## src/rtl/button_pulse_bank_pkg.sv

```systemverilog
// Shared constants for the push-button conditioning bank: button indices,
// channel count, default timing and a small helper used to size counters.
package button_pulse_bank_pkg;

   localparam int BTN_U    = 0;
   localparam int BTN_D    = 1;
   localparam int BTN_L    = 2;
   localparam int BTN_R    = 3;
   localparam int BTN_C    = 4;
   localparam int NUM_BTNS = 5;

   // Defaults assume a 24.4 kHz game-logic clock.
   localparam int DEF_DEBOUNCE_CYCLES = 244;
   localparam int DEF_REPEAT_DELAY    = 12200;
   localparam int DEF_REPEAT_PERIOD   = 3660;

   function automatic int maxOf3(input int a, input int b, input int c);
      int m;
      m = a;
      if (b > m) m = b;
      if (c > m) m = c;
      return m;
   endfunction

endpackage

```

## src/rtl/button_pulse_bank_channel.sv

```systemverilog
// One button channel: 2-flop synchronizer, stability-count debounce,
// registered press pulse and, when BTN_AUTOREPEAT_EN is defined and the
// channel allows it, a hold counter that issues auto-repeat pulses.
module btn_channel
   import button_pulse_bank_pkg::*;
#(
   parameter int DEBOUNCE_CYCLES = DEF_DEBOUNCE_CYCLES,
   parameter int REPEAT_DELAY    = DEF_REPEAT_DELAY,
   parameter int REPEAT_PERIOD   = DEF_REPEAT_PERIOD,
   parameter bit REPEAT_ALLOWED  = 1'b1
) (
   input  logic i_clk,
   input  logic i_resetN,
   input  logic i_btnRaw,
   output logic o_pulse,
   output logic o_level
);

   localparam int CntW = $clog2(maxOf3(DEBOUNCE_CYCLES, REPEAT_DELAY, REPEAT_PERIOD) + 1);
   localparam logic [CntW-1:0] DebLast = CntW'(DEBOUNCE_CYCLES - 1);

   logic            r_s1;
   logic            r_s2;
   logic            r_st;
   logic            r_stPrev;
   logic            r_pulse;
   logic [CntW-1:0] r_cnt;
   logic            w_accept;
   logic            w_rise;
   logic            w_repeatPulse;

   // The synchronized level has differed from the accepted one long enough.
   assign w_accept = (r_s2 != r_st) && (r_cnt == DebLast);
   assign w_rise   = r_st & ~r_stPrev;

   // Bring the asynchronous button into the clock domain.
   always_ff @(posedge i_clk) begin
      if (!i_resetN) begin
         r_s1 <= 1'b0;
         r_s2 <= 1'b0;
      end else begin
         r_s1 <= i_btnRaw;
         r_s2 <= r_s1;
      end
   end

   // Accept a new level only after it has been stable for the full count.
   always_ff @(posedge i_clk) begin
      if (!i_resetN) begin
         r_st  <= 1'b0;
         r_cnt <= '0;
      end else if (r_s2 == r_st) begin
         r_cnt <= '0;
      end else if (w_accept) begin
         r_st  <= r_s2;
         r_cnt <= '0;
      end else if (r_cnt != '1) begin
         r_cnt <= r_cnt + CntW'(1);
      end
   end

   // One-cycle pulse after an accepted press, or on an auto-repeat tick.
   always_ff @(posedge i_clk) begin
      if (!i_resetN) begin
         r_stPrev <= 1'b0;
         r_pulse  <= 1'b0;
      end else begin
         r_stPrev <= r_st;
         r_pulse  <= w_rise | w_repeatPulse;
      end
   end

`ifdef BTN_AUTOREPEAT_EN
   generate
      if (REPEAT_ALLOWED) begin : g_repeat
         localparam logic [CntW-1:0] DelayLast  = CntW'(REPEAT_DELAY - 1);
         localparam logic [CntW-1:0] PeriodLast = CntW'(REPEAT_PERIOD - 1);

         logic [CntW-1:0] r_hc;
         logic            r_repeating;

         // First tick waits the long delay, later ticks the shorter period;
         // a release being accepted this cycle suppresses the tick.
         assign w_repeatPulse = r_st && !w_rise && !w_accept &&
                                (r_hc == (r_repeating ? PeriodLast : DelayLast));

         // Hold counter restarts on each press and on every repeat tick.
         always_ff @(posedge i_clk) begin
            if (!i_resetN) begin
               r_hc        <= '0;
               r_repeating <= 1'b0;
            end else if (!r_st || w_accept || w_rise) begin
               r_hc        <= '0;
               r_repeating <= 1'b0;
            end else if (w_repeatPulse) begin
               r_hc        <= '0;
               r_repeating <= 1'b1;
            end else if (r_hc != '1) begin
               r_hc <= r_hc + CntW'(1);
            end
         end
      end else begin : g_noRepeat
         assign w_repeatPulse = 1'b0;
      end
   endgenerate
`else
   // No hold counter in this build, so the channel never repeats.
   assign w_repeatPulse = 1'b0 & REPEAT_ALLOWED;
`endif

   assign o_pulse = r_pulse;
   assign o_level = r_st;

endmodule

```

## src/rtl/button_pulse_bank.sv

```systemverilog
// Five-button conditioning bank feeding the chess game logic. Each raw
// button becomes one clean single-cycle pulse per press; BTN_AUTOREPEAT_EN
// adds auto-repeat on the U/D/L/R cursor buttons (never on C).
module button_pulse_bank
   import button_pulse_bank_pkg::*;
#(
   parameter int DEBOUNCE_CYCLES = DEF_DEBOUNCE_CYCLES,
   parameter int REPEAT_DELAY    = DEF_REPEAT_DELAY,
   parameter int REPEAT_PERIOD   = DEF_REPEAT_PERIOD
) (
   input  logic                CLK,
   input  logic                RESET_N,
   input  logic                BtnU,
   input  logic                BtnD,
   input  logic                BtnL,
   input  logic                BtnR,
   input  logic                BtnC,
   output logic                BtnU_pulse,
   output logic                BtnD_pulse,
   output logic                BtnL_pulse,
   output logic                BtnR_pulse,
   output logic                BtnC_pulse,
   output logic [NUM_BTNS-1:0] btn_state
);

   logic [NUM_BTNS-1:0] w_raw;
   logic [NUM_BTNS-1:0] w_pulse;

   assign w_raw = {BtnC, BtnR, BtnL, BtnD, BtnU};

   generate
      for (genvar i = 0; i < NUM_BTNS; i++) begin : g_chan
         btn_channel #(
            .DEBOUNCE_CYCLES (DEBOUNCE_CYCLES),
            .REPEAT_DELAY    (REPEAT_DELAY),
            .REPEAT_PERIOD   (REPEAT_PERIOD),
            .REPEAT_ALLOWED  (i != BTN_C)
         ) u_chan (
            .i_clk    (CLK),
            .i_resetN (RESET_N),
            .i_btnRaw (w_raw[i]),
            .o_pulse  (w_pulse[i]),
            .o_level  (btn_state[i])
         );
      end
   endgenerate

   assign BtnU_pulse = w_pulse[BTN_U];
   assign BtnD_pulse = w_pulse[BTN_D];
   assign BtnL_pulse = w_pulse[BTN_L];
   assign BtnR_pulse = w_pulse[BTN_R];
   assign BtnC_pulse = w_pulse[BTN_C];

endmodule

```

## config.mk

```make
export PLATFORM = sky130hd
export DESIGN_NAME = button_pulse_bank
export DESIGN_NICKNAME = d
export VERILOG_FILES = /design/src/rtl/button_pulse_bank_pkg.sv /design/src/rtl/button_pulse_bank_channel.sv /design/src/rtl/button_pulse_bank.sv
export SDC_FILE = /design/constraint.sdc
export NUM_CORES = 1
export LEC_CHECK = 0
export BUFFER_PORTS_ARGS = -buffer_cell sky130_fd_sc_hd__buf_4
export CORE_UTILIZATION = 55
export CTS_CLUSTER_DIAMETER = 50
export DETAILED_ROUTE_END_ITERATION = 12
export PLACE_DENSITY = 0.78
export SYNTH_ARGS = -nofsm -noshare
export SYNTH_HDL_FRONTEND = slang
export SYNTH_HIERARCHICAL = 1
export SYNTH_SLANG_ARGS = --single-unit
```

## constraint.sdc

```tcl
create_clock -name CLK -period 4.45 [get_ports CLK]
set_input_delay 0.6675 -clock CLK [delete_from_list [all_inputs] [get_ports CLK]]
set_output_delay 0.6675 -clock CLK [all_outputs]
set_load 0.05 [all_outputs]
```

==> flow_summary.json <==
{
  "grt_max_degree": 26,
  "cts_buffers": 9,
  "cp_slowest_cell": "nor4_4",
  "worst-setup-path-type": "flip-flop to flip-flop",
  "async_reset_ff_share_pct": 0,
  "nFillCells": 702,
  "finClkSkew_ns": 0.0136,
  "synth_ff_type": "dfxtp_1",
  "core_area_mm2": 0.00826,
  "first_iter_violations": 129,
  "via_count": 3507,
  "synth_cell_types": 39,
  "slew_viol_final": 0,
  "path_cells": "ha_1, nand3_2, nor4_4, or4_4, a21oi_2",
  "placed_cells": 586,
  "hold_class": "flip-flop to flip-flop",
  "grtUsageMet2_pct": 32.0,
  "n_antenna_cell": 0,
  "maxSlewHeadroom_pct": 51.2,
  "fmax_mhz": 508,
  "die_x_um": 94.7,
  "grt_most_used_layer": "met2",
  "dp_hpwl_mm": 5.74,
  "first_pass_iters": 4,
  "cts_num_sinks": 95,
  "max_cap_viol_count": 0,
  "viasPerCell": 5.83,
  "switching_share_pct": 20.0,
  "p_seq_share_pct": 54.7,
  "cts.path.max_buffers": 2,
  "syn_area_per_cell_um2": 9.74,
  "place.port_buffers": 16,
  "critical_path.max_stage_delay_ns": 0.69,
  "rsz0062_at_grt": "false",
  "preCtsSetupSlack_ns": 2.51,
  "leakagePower_nw": 1.69,
  "routed_wl_mm": 8.19,
  "yosys_warnings": 6,
  "tritoncts": "built",
  "grtUsageMet1_pct": 25.6,
  "syn_nets": 497,
  "dieHeight_um": 94.7,
  "internal_power_w": 0.00126,
  "cp_max_fo": 13,
  "crit_required_ns": 4.68,
  "cts-htree-levels": 3,
  "synth_seq_cells": 95,
  "grt_overflow": 0,
  "cts_root_buffer": "clkbuf_8",
  "gp_congestion": 0.867,
  "irDropWorstVdd_mv": 0.225,
  "synth_top_cell_by_area": "dfxtp_1",
  "setup_viol": 0,
  "synth_area_mm2": 0.00472,
  "use_met3_pct": 4.27,
  "start_kind": "flip-flop",
  "die_area_mm2": 0.00896,
  "grtUsageTotal_pct": 19.7,
  "drc": 0,
  "power_density_mw_per_mm2": 314,
  "status": "completed",
  "setup_tns_ns": 0,
  "synth_edf_count": 0,
  "grt_antenna_before_repair": 0,
  "critPathArrivalTime_ns": 2.20,
  "layout_setup_ws_ns": 2.48,
  "synth_most_common_cell": "dfxtp_1",
  "cp-end-kind": "flip-flop",
  "clkPwrFrac_pct": 44.0,
  "synthTopCellsByArea": "dfxtp_1 40%, mux2i_1 4.2%, nor2_1 3.2%, a21oi_1 2.6%, nand3_1 2.6%",
  "ios": 17,
  "finalCriticalPeriod_ns": 1.97,
  "cts-resized-gates": 0,
  "drive_gt1_share_pct": 18.5,
  "netSwitchingPower_w": 0.000314,
  "instances_no_fill": 602,
  "clk_pin_slew_ns": 0.09,
  "drt.antenna.violating_nets": 0,
  "min_period_over_period_pct": 44.3,
  "nets": 504,
  "rows": 33,
  "ys_seq_area_share_pct": 40.3,
  "grt_pass1_wl_mm": 14.1,
  "start_util_pct": 57.2,
  "syn_to_final_growth_pct": 6.07,
  "max_slew.worst_pin.slew_ns": 0.726,
  "hold_violations": 0,
  "synth_top_area_share_pct": 40.3,
  "netlist_instances": 485,
  "wl_per_cell_um": 13.6,
  "postCtsSetupBuffers": 0,
  "p_comb_share_pct": 1.3,
  "grt_pass1_vias": 3161,
  "insertion_delay_ns": 0.36,
  "holdBufCountCts": 0,
  "synth_top_cells_by_count": "95 x dfxtp_1, 40 x nor2_1, 25 x a21oi_1, 25 x nand3_1"
}
-- state kept, by name, indices dropped and copies added (netlist names) --
register                count
g_chan.u_chan/o_level       5
g_chan.u_chan/o_pulse       5
g_chan.u_chan/r_cnt        70
g_chan.u_chan/r_s1          5
g_chan.u_chan/r_s2          5
g_chan.u_chan/r_stPrev      5
-- area by class of cell --
cell class	instances	area, µm²	share of cell area, %
multi-input combinational	360	2560	51.2
sequential	95	1900	38.0
clock buffer	10	138	2.75
tap	105	131	2.62
timing repair buffer	16	120	2.40
clock inverter	6	116	2.32
inverter	10	37.5	0.749
-- power groups by stage --
stage,Clock [W],Sequential (W),Combinational (W)
after floorplan,0,0.000878,0.0000137
after global placement,0,0.000878,0.0000211
after detailed placement,0,0.000878,0.0000215
after CTS,0.000705,0.000858,0.0000217
after global routing,0.000742,0.000860,0.0000236
final,0.000691,0.000858,0.0000212
-- routing by layer --
| metal | wire length (µm) | vias to the layer above |
|---|---|---|
| li1 | - | 1822 |
| met1 | 4050 | 1624 |
| met2 | 3780 | 48 |
| met3 | 256 | 13 |
| met4 | 105 | 0 |
| met5 | 0 | - |
-- logic make-up after synthesis --
family          Yosys count  synth area share, %
compound gates           80                 11.4
xor+xnor                 20                 3.71
fa+ha+maj                 5                 1.32
buf+inv                  30                 5.43
flops                    95                 40.3
mux                      20                 4.24
simple gates            235                 33.6
-- critical path, delay by kind of cell, from the launching register on --
family	cells	cell delay, ns
AND/OR/NAND/NOR	3	1.10
flip-flops	1	0.41
adder cells (fa/ha/maj)	1	0.29
AO/OA/AOI/OAI	1	0.04
-- path summary, 6_finish.rpt --
kind	startpoint	end	slack [ns]	cells after the start
setup / recovery	g_chan[0].u_chan/r_cnt[1]	g_chan[0].u_chan/r_cnt[11]	2.48	5
hold / removal	g_chan[1].u_chan/r_stPrev	g_chan[1].u_chan/o_pulse	0.39	1
setup reg to reg	g_chan[0].u_chan/r_cnt[1]	g_chan[0].u_chan/r_cnt[11]	2.48	5
hold reg to reg	g_chan[1].u_chan/r_stPrev	g_chan[1].u_chan/o_pulse	0.39	1
-- placed cells by master (no fill, tap or decap), types with 15 or more instances in the layout --
cell type   n
nand3_1    25
a21oi_1    25
dfxtp_1    95
mux2i_1    20
buf_4      16
nand2_1    20
nand4_1    15
and2_1     15
nor2_1     40
-- per-stage QoR --
step | hold WS (ns) | utilization (%) | instance area [µm²] | total power [W]
after floorplan | 0.367 | - | 4720 | 0.000891
after global placement | 0.371 | 57.6 | 4760 | 0.000899
after detailed placement | 0.377 | 57.6 | 4760 | 0.000900
after CTS | 0.388 | 60.7 | 5010 | 0.00159
after global routing | 0.401 | 60.7 | 5010 | 0.00163
final | 0.385 | 60.7 | 5010 | 0.00157
(Power assumes the default switching activity.)
